File: src/rtl/dc_ctrl.sv
// Byte-serial data-cache controller: splits store/load-buffer requests of 1, 2 or 4 bytes
// into single-byte memory accesses and returns extended load results tagged with the ROB nickname.
module dc_ctrl (
  input  logic        clk,
  input  logic        rst,
  input  logic        rdy,
  input  logic        clr,
  input  logic        iSLB_en,
  input  logic        iSLB_ls,
  input  logic [3:0]  iSLB_nick,
  input  logic [2:0]  iSLB_len,
  input  logic        iSLB_sext,
  input  logic [31:0] iSLB_addr,
  input  logic [31:0] iSLB_dt,
  output logic        oSLB_busy,
  output logic        oDC_en,
  output logic [3:0]  oDC_nick,
  output logic [31:0] oDC_dt,
  input  logic        iMEM_stall,
  input  logic [7:0]  iMEM_din,
  output logic [31:0] oMEM_a,
  output logic [7:0]  oMEM_dout,
  output logic        oMEM_wr
);

  typedef enum logic [1:0] {
    IDLE  = 2'd0,
    LOAD  = 2'd1,
    STORE = 2'd2,
    DONE  = 2'd3
  } state_t;

  state_t      state_r;
  logic [2:0]  cnt_r;
  logic [2:0]  len_r;
  logic        sext_r;
  logic [3:0]  nick_r;
  logic [31:0] dt_r;
  logic [31:0] result_r;
  logic        pend_r;
  logic [1:0]  pend_idx_r;
  logic [31:0] mem_a_r;
  logic [7:0]  mem_dout_r;
  logic [3:0]  dc_nick_r;
  logic [31:0] dc_dt_r;

  logic        active_s;
  logic        issue_s;
  logic        last_cap_s;
  logic [31:0] res_next_s;

  // Anything other than 1 or 2 is handled as a full word.
  function automatic logic [2:0] norm_len(input logic [2:0] len);
    logic [2:0] n;
    case (len)
      3'd1:    n = 3'd1;
      3'd2:    n = 3'd2;
      default: n = 3'd4;
    endcase
    return n;
  endfunction

  function automatic logic [31:0] extend(input logic [31:0] r, input logic [2:0] len,
                                         input logic sext);
    logic [31:0] v;
    case (len)
      3'd1:    v = {{24{sext & r[7]}}, r[7:0]};
      3'd2:    v = {{16{sext & r[15]}}, r[15:0]};
      default: v = r;
    endcase
    return v;
  endfunction

  function automatic logic [31:0] put_byte(input logic [31:0] r, input logic [1:0] idx,
                                           input logic [7:0] b);
    logic [31:0] v;
    v = r;
    case (idx)
      2'd0:    v[7:0]   = b;
      2'd1:    v[15:8]  = b;
      2'd2:    v[23:16] = b;
      default: v[31:24] = b;
    endcase
    return v;
  endfunction

  // Issue qualification and the load result including the byte arriving this cycle.
  always_comb begin
    active_s   = (state_r == LOAD) || (state_r == STORE);
    issue_s    = rdy && !rst && !iMEM_stall && active_s && (cnt_r < len_r);
    last_cap_s = pend_r && ({1'b0, pend_idx_r} == (len_r - 3'd1));
    if (pend_r) begin
      res_next_s = put_byte(result_r, pend_idx_r, iMEM_din);
    end else begin
      res_next_s = result_r;
    end
  end

  // Controller FSM with byte counter, capture pipeline and registered result.
  always_ff @(posedge clk) begin
    if (rst) begin
      state_r    <= IDLE;
      cnt_r      <= 3'd0;
      len_r      <= 3'd0;
      sext_r     <= 1'b0;
      nick_r     <= 4'd0;
      dt_r       <= 32'd0;
      result_r   <= 32'd0;
      pend_r     <= 1'b0;
      pend_idx_r <= 2'd0;
      mem_a_r    <= 32'd0;
      mem_dout_r <= 8'd0;
      dc_nick_r  <= 4'd0;
      dc_dt_r    <= 32'd0;
    end else if (rdy) begin
      case (state_r)
        IDLE: begin
          // A flushed load never starts; a store already committed proceeds.
          if (iSLB_en && (iSLB_ls || !clr)) begin
            state_r    <= iSLB_ls ? STORE : LOAD;
            cnt_r      <= 3'd0;
            len_r      <= norm_len(iSLB_len);
            sext_r     <= iSLB_sext;
            nick_r     <= iSLB_nick;
            dt_r       <= iSLB_dt;
            result_r   <= 32'd0;
            pend_r     <= 1'b0;
            mem_a_r    <= iSLB_addr;
            mem_dout_r <= iSLB_dt[7:0];
          end else begin
            state_r <= IDLE;
          end
        end
        LOAD: begin
          if (clr) begin
            state_r <= IDLE;
            pend_r  <= 1'b0;
          end else begin
            pend_r <= issue_s;
            if (issue_s) begin
              cnt_r      <= cnt_r + 3'd1;
              pend_idx_r <= cnt_r[1:0];
              if ((cnt_r + 3'd1) != len_r) begin
                mem_a_r <= mem_a_r + 32'd1;
              end
            end
            if (pend_r) begin
              result_r <= res_next_s;
            end
            if (last_cap_s) begin
              state_r   <= DONE;
              dc_nick_r <= nick_r;
              dc_dt_r   <= extend(res_next_s, len_r, sext_r);
            end
          end
        end
        STORE: begin
          if (issue_s) begin
            cnt_r <= cnt_r + 3'd1;
            if ((cnt_r + 3'd1) == len_r) begin
              state_r <= IDLE;
            end else begin
              mem_a_r    <= mem_a_r + 32'd1;
              mem_dout_r <= dt_r[15:8];
              dt_r       <= dt_r >> 8;
            end
          end
        end
        DONE: begin
          state_r <= IDLE;
        end
        default: begin
          state_r <= IDLE;
        end
      endcase
    end
  end

  // The completion pulse is withheld while stalled by rdy or flushed.
  assign oSLB_busy = (state_r != IDLE);
  assign oDC_en    = (state_r == DONE) && rdy && !clr && !rst;
  assign oDC_nick  = dc_nick_r;
  assign oDC_dt    = dc_dt_r;
  assign oMEM_a    = mem_a_r;
  assign oMEM_dout = mem_dout_r;
  assign oMEM_wr   = issue_s && (state_r == STORE);

endmodule

File: config.mk
export PLATFORM = sky130hd
export DESIGN_NAME = dc_ctrl
export DESIGN_NICKNAME = d
export VERILOG_FILES = /design/src/rtl/dc_ctrl.sv
export SDC_FILE = /design/constraint.sdc
export NUM_CORES = 1
export LEC_CHECK = 0
export ABC_AREA = 1
export BUFFER_PORTS_ARGS = -buffer_cell sky130_fd_sc_hd__buf_2
export CORE_AREA = 4 4 113 157
export DETAILED_ROUTE_END_ITERATION = 8
export DIE_AREA = 0 0 117 161
export GPL_ROUTABILITY_DRIVEN = 0
export PLACE_DENSITY = 0.69
export SLEW_MARGIN = 20
export SYNTH_ARGS = -nofsm -noshare
export SYNTH_HDL_FRONTEND = slang
export SYNTH_SLANG_ARGS = --single-unit
File: constraint.sdc
create_clock -name clk -period 4.1 [get_ports clk]
set_input_delay 0.41 -clock clk [delete_from_list [all_inputs] [get_ports clk]]
set_output_delay 0.41 -clock clk [all_outputs]
set_load 0.01 [all_outputs]
# Word-level counts from Yosys, hierarchy flattened
# Index checks and enable logic that the tools add are counted.
# totals
regBits,156
inputBits,87
output_inout_bits,79
elab_cells,112
# op_classes
n_addsub,3
order_cmp,1
n_eq_ne,21
mux,40
n_bitwise,3
reduce_logical,31
# ops
cell,n
$mux W32,13
$pmux W32 S2,3
$pmux W32 S3,1
$mux W8,7
$add A32 B1 Y32 const B,1
$pmux W8 S2,1
$reduce_and A4 Y1,4
$ne A2 B2 Y1 const B,7
$mux W2,6
$logic_and A1 B1 Y1,10
$reduce_and A5 Y1,2
$mux W3,3
$pmux W3 S3,1
$pmux W2 S4,1
$reduce_and A8 Y1,1
$eq A2 B2 Y1 const B,3
$eq A3 B1 Y1 const B,2
$eq A3 B2 Y1 const B,2
$pmux W3 S2,1
$reduce_and A3 Y1,2
$reduce_bool A2 Y1,3
$eq A2 B1 Y1 const B,2
$logic_not A2 Y1,2
$add A3 B1 Y3 const B,1
15 further kinds,20

# Depth between registers and ports, before layout
# depth
ltp_word,8
depth_mapped,14
depth_no_buf,14

# Worst setup path before layout
# OpenSTA, ideal clock, no wires.
# synth_path
kind,register -> register
from,register state_r[0]
to,register dt_r[0]
setup_ns,0.113
t_arrival_ns,1.868
required_ns,3.987
slack_ns,2.119
path_stages_with_launch,13
n_path_buf,1
synth_period_minus_slack_ns,1.981
cell_sequence,dfxtp_1 -> inv_1 -> ha_1 -> nand2_1 -> nor2_1 -> nand2_1 -> nand2_1 -> nand2_2 -> nor3_4 -> buf_6 -> nand2_1 -> nand2_1 -> nor2_1
# synth_via
elab_chain_len,6
word_cells_on_any_way,12
classes_between,eq/ne (5); mux (1); reduce/logical (6)
# synth_lines
item,line,rtl
start: declaration,33,state_t state_r;
start signal: assignment,120,state_r <= iSLB_ls ? STORE : LOAD;
$eq A2 B1 Y1 or $eq A2 B2 Y1 (tied branches),"89, 116",
$logic_or A1 B1 Y1,89,active_s = (state_r == LOAD) || (state_r == STORE);
$logic_and A1 B1 Y1 (2 in series),90,issue_s = rdy && !rst && !iMEM_stall && active_s && (cnt_r < len_r);
$ne A2 B2 Y1 (no line),n/a,
$reduce_and A5 Y1 (no line),n/a,
end signal: assignment,125,dt_r <= iSLB_dt;
end signal: assignment,165,dt_r <= dt_r >> 8;
end: declaration,38,logic [31:0] dt_r;
# Parallel ways exist; a longest one is shown, timed or not.
# A chain may end at the register's enable or synchronous reset.

# Worst setup path in the final report
# layout_path
from,register state_r[1]
to,register dc_dt_r[20] (netlist: oDC_dt[20])
# layout_via
elab_chain_len,2
# layout_lines
item,line,rtl
$eq A2 B1 Y1,116,case (state_r)
$reduce_and A4 Y1 (no line),n/a,
end signal: assignment,153,"dc_dt_r <= extend(res_next_s, len_r, sext_r);"
end: declaration,45,logic [31:0] dc_dt_r;
# Every way passes these cells.

==> flow_summary.html <==
<table>
<tr><th>Metric</th><th>Value</th></tr>
<tr><th colspan="2">Clocking</th></tr>
<tr><td>Quantity of hold-fixing buffers added after cts</td><td>0</td></tr>
<tr><td>Post-CTS Resized</td><td>0</td></tr>
<tr><td>Worst-case clock buffer depth</td><td>2</td></tr>
<tr><td>Level count of the clock H-tree</td><td>4</td></tr>
<tr><td>CTS Buf Count</td><td>17</td></tr>
<tr><td>Clock insertion delay at the later pin of the skew report</td><td>0.41 ns</td></tr>
<tr><td>Setup repair bufs after CTS</td><td>0</td></tr>
<tr><td>Clock tree from TritonCTS</td><td>yes</td></tr>
<tr><td>Clock-pin transition on the worst setup and hold timing paths</td><td>0.06 ns</td></tr>
<tr><td>Cell at the root of the clock tree</td><td>clkbuf_16</td></tr>
<tr><td>Sink count of the clock tree</td><td>148</td></tr>
<tr><th colspan="2">Floorplan</th></tr>
<tr><td>Area of the die</td><td>18,800 um2</td></tr>
<tr><td>Horiz. Die Dim</td><td>117 um</td></tr>
<tr><td>Placement row count</td><td>55</td></tr>
<tr><td>Core footprint</td><td>16,200 um2</td></tr>
<tr><td>Starting utilization of the core area</td><td>49.4%</td></tr>
<tr><td>Chip Height</td><td>161 um</td></tr>
<tr><td>Top Ports</td><td>166</td></tr>
<tr><th colspan="2">Layout</th></tr>
<tr><td>Layout fillers</td><td>1,636</td></tr>
<tr><td>P&amp;R area growth vs syn</td><td>17.8%</td></tr>
<tr><td>Final cell count without fillers</td><td>1,588</td></tr>
<tr><td>End-of-flow core utilization</td><td>58.2%</td></tr>
<tr><td>Count of nets after finishing</td><td>1,477</td></tr>
<tr><td>Fraction of final layout cells sized beyond drive strength 1</td><td>16.0%</td></tr>
<tr><th colspan="2">Timing</th></tr>
<tr><td>Number of max-slew violations in the final report</td><td>0</td></tr>
<tr><td>Slew at the pin closest to its max-slew limit</td><td>1.10 ns</td></tr>
<tr><td>Fraction of the cycle the final worst path needs</td><td>67.5%</td></tr>
<tr><td>Max Clk Rate</td><td>361 MHz</td></tr>
<tr><td>Time the worst path needs with I/O delays and setup</td><td>2.77 ns</td></tr>
<tr><td>Final hold viol count</td><td>0</td></tr>
<tr><td>Setup Viol. Count Final</td><td>0</td></tr>
<tr><td>Worst-case clock skew</td><td>0.0115 ns</td></tr>
<tr><td>Slew headroom</td><td>26.4%</td></tr>
<tr><td>Setup Total Neg Slack</td><td>0 ns</td></tr>
<tr><td>Setup repair after global routing missed its margin</td><td>no</td></tr>
<tr><th colspan="2">Drt</th></tr>
<tr><td>Wire per inst</td><td>14.0 um</td></tr>
<tr><td>DRC</td><td>0</td></tr>
<tr><td>Routed Antenna Nets</td><td>0</td></tr>
<tr><td>First drt pass iteration count</td><td>5</td></tr>
<tr><td>Ratio of routed vias to standard cells</td><td>5.10</td></tr>
<tr><td>DR vias</td><td>8,092</td></tr>
<tr><td>Total Routed Length</td><td>22,200 um</td></tr>
<tr><td>Iter 0 DRT Violations</td><td>510</td></tr>
<tr><th colspan="2">Min path</th></tr>
<tr><td>Hold WC Path Type</td><td>in -&gt; reg</td></tr>
<tr><td>Startpoint of the most critical hold path</td><td>iSLB_nick[3]</td></tr>
<tr><td>Min-Delay Path Depth</td><td>3</td></tr>
<tr><td>Hold Path End</td><td>nick_r[3]</td></tr>
<tr><th colspan="2">Power</th></tr>
<tr><td>Worst vdd rail ir drop</td><td>0.000307 V</td></tr>
<tr><td>Leakage power</td><td>4.53 nW</td></tr>
<tr><td>Relative contribution of combinational cells to total power</td><td>23.2%</td></tr>
<tr><td>Tot Pwr</td><td>4.31 mW</td></tr>
<tr><td>Portion of total power attributed to the clock network</td><td>37.6%</td></tr>
<tr><td>Switching pwr</td><td>1.41 mW</td></tr>
<tr><td>Share of total power consumed by net switching</td><td>32.8%</td></tr>
<tr><td>Sequential group share of total power</td><td>39.2%</td></tr>
<tr><td>Cell internal power dissipation</td><td>2.90 mW</td></tr>
<tr><td>Cell Pwr Density</td><td>456 nW/um2</td></tr>
<tr><th colspan="2">Setup path</th></tr>
<tr><td>Reg-to-Reg Start</td><td>state_r[1]</td></tr>
<tr><td>Type of origin of the critical path</td><td>register</td></tr>
<tr><td>Data arrival time of the critical path</td><td>3.10 ns</td></tr>
<tr><td>Flop-to-flop setup slack</td><td>1.33 ns</td></tr>
<tr><td>Worst reg-to-reg path cell count</td><td>10</td></tr>
<tr><td>Worst setup path category</td><td>reg -&gt; reg</td></tr>
<tr><td>End of the worst register-to-register path</td><td>oDC_dt[20]</td></tr>
<tr><td>Type of destination of the critical path</td><td>register</td></tr>
<tr><td>Required time at the endpoint of the critical path</td><td>4.44 ns</td></tr>
<tr><td>Peak fanout along the critical path</td><td>43</td></tr>
<tr><th colspan="2">Synth</th></tr>
<tr><td>Largest area contributor in the synthesized netlist</td><td>dfxtp_1</td></tr>
<tr><td>Fraction of synthesized cell area taken by the top area cell type</td><td>36.9%</td></tr>
<tr><td>Top post-synthesis cells by area</td><td>dfxtp_1 37%, nand2_1 19%, nor2_1 8.5%, a21oi_1 6.9%, mux2i_1 5.0%</td></tr>
<tr><td>Synthesized net count</td><td>1,348</td></tr>
<tr><td>Post-synthesis instance total</td><td>1,247</td></tr>
<tr><td>Mean Syn Cell Area</td><td>6.43 um2</td></tr>
<tr><td>Number of different library cells in the post-synthesis netlist</td><td>32</td></tr>
<tr><td>Netlist area before placement</td><td>8020 um2</td></tr>
<tr><td>Number of register bits inferred by synthesis</td><td>148</td></tr>
<tr><td>Warnings from Yosys</td><td>0</td></tr>
<tr><td>Post-synthesis sequential area ratio</td><td>36.9%</td></tr>
<tr><th colspan="2">Outcome</th></tr>
<tr><td>Result of the run</td><td>finished, final reports clean</td></tr>
<tr><th colspan="2">Global routing</th></tr>
<tr><td>Total congestion overflow</td><td>0</td></tr>
<tr><td>Total global routing track utilization</td><td>23.5%</td></tr>
<tr><td>Vias in the first global route</td><td>7,624</td></tr>
<tr><td>Pin count of the biggest net entering global routing</td><td>75</td></tr>
<tr><td>Antenna violations before repair</td><td>1</td></tr>
<tr><td>First-pass GRT wire length</td><td>36,200 um</td></tr>
<tr><th colspan="2">Placement</th></tr>
<tr><td>Total half-perimeter wirelength after legalization and detailed placement</td><td>15,600 um</td></tr>
<tr><td>Count of input and output buffers</td><td>165</td></tr>
<tr><td>Placed Cells incl. Taps</td><td>1,556</td></tr>
<tr><th colspan="2">Run</th></tr>
<tr><td>Number of maximum-capacitance constraint violations</td><td>0</td></tr>
</table>
==> flip-flops by register name, summed over array words and instances, names as in the netlist, 2 cells and up <==
register,count
dt_r,32
oDC_dt,32
oMEM_a,32
result_r,32
nick_r,4
oDC_nick,4
cnt_r,3
len_r,3
pend_idx_r,2
state_r,2
==> worst max-delay path by stage <==
| stage | to | from |
|---|---|---|
| floorplan | dt_r[0] | state_r[0] |
| global placement | oDC_dt[0] | state_r[1] |
| detailed placement | oDC_dt[2] | state_r[1] |
| CTS | oDC_dt[20] | state_r[1] |
| global route | oDC_dt[21] | state_r[1] |
| finish | oDC_dt[20] | state_r[1] |
==> kinds of logic (layout without fill, tap and decap cells) <==
family	count (synthesis)	in the layout	synth area share, %
xor+xnor	5	5	0.546
flops	148	148	36.9
mux	40	40	4.99
simple gates	674	674	33.5
other cells	0	1	0
buf+inv	167	308	8.98
fa+ha+maj	14	14	2.18
compound gates	199	199	12.8
==> cell usage in the layout (no fill, tap or decap), types with 2 or more instances in the layout <==
cell | Yosys | layout
a21oi_1 | 111 | 111
buf_4 | 8 | 10
bufinv_16 | 0 | 3
nor2_2 | 3 | 3
inv_2 | 4 | 4
nand3_1 | 67 | 67
o21bai_1 | 2 | 2
clkinvlp_4 | 0 | 2
inv_6 | 0 | 4
nand2_1 | 402 | 402
o21ai_0 | 73 | 73
o21a_1 | 7 | 7
nor2_1 | 181 | 181
nand4_1 | 5 | 5
ha_1 | 14 | 14
clkinv_4 | 0 | 3
nand3b_1 | 4 | 4
buf_2 | 15 | 165
mux2i_1 | 40 | 40
dfxtp_1 | 148 | 148
nor3_1 | 3 | 3
inv_1 | 97 | 97
xor2_1 | 4 | 4
or2_2 | 5 | 5
clkbuf_16 | 0 | 17
o31ai_1 | 3 | 3
==> power groups by stage <==
stage	Combinational (mW)	Sequential, mW	Clock, mW
2_1_floorplan	0.747	1.71	0
3_3_place_gp	0.990	1.71	0
3_5_place_dp	1.00	1.72	0
4_1_cts	1.01	1.69	1.65
5_1_grt	1.15	1.71	1.71
6_report	1.00	1.69	1.62
==> cells in the mapped netlist <==
master / n
o21a_1: 7
a21oi_1: 111
clkinv_1: 1
nand4_1: 5
or2_2: 5
a211oi_1: 1
nand2_1: 402
clkbuf_1: 30
dfxtp_1: 148
nand2_2: 1
o31ai_1: 3
buf_4: 8
nor3_4: 1
mux2i_1: 40
xnor2_1: 1
ha_1: 14
o21ai_0: 73
nand3b_1: 4
nor3_1: 3
inv_1: 97
buf_1: 6
o21ai_1: 2
buf_6: 6
xor2_1: 4
o21bai_1: 2
buf_2: 15
nor2_2: 3
nor2_1: 181
nand3_1: 67
inv_2: 4
nor3b_1: 1
nand3_2: 1
==> per-stage QoR <==
stage / setup slack, ns / hold slack [ns] / instance area (um2)
floorplan: 2.12 / 0.430 / 8020
global placement: 1.39 / 0.438 / 8830
detailed placement: 1.32 / 0.446 / 8840
CTS: 1.28 / 0.209 / 9450
global route: 0.867 / 0.222 / 9450
finish: 1.33 / 0.217 / 9450
==> cell type report <==
type	count	area [um2]	share of cell area, %
Antenna cell	1	2.50	0.0265
Clock buffer	18	439	4.65
Clock inverter	13	171	1.81
Inverter	102	383	4.05
Multi-Input combinational cell	932	4340	45.9
Sequential cell	148	2960	31.4
Tap cell	199	249	2.63
Timing Repair Buffer	175	901	9.53
==> critical path, cell delays in order, from the launching register on <==
cell and delay (ns):
dfxtp_1 0.35, inv_1 0.11, ha_1 0.20, inv_2 0.10, nor2_1 0.16, inv_1 0.06, nor2_1 0.17, nand3_1 0.48
inv_2 0.73, o21ai_0 0.15, a21oi_1 0.18
==> layer usage <==
metal  wire length [um]  share of wire [%]  global-route usage (%)
met1               8960                 40                    26.6
met4                783                3.5                    9.70
met5                  0                  0                       0
met3                980                4.4                    3.67
met2              11400                 52                    42.9
(Power assumes the default switching activity.)
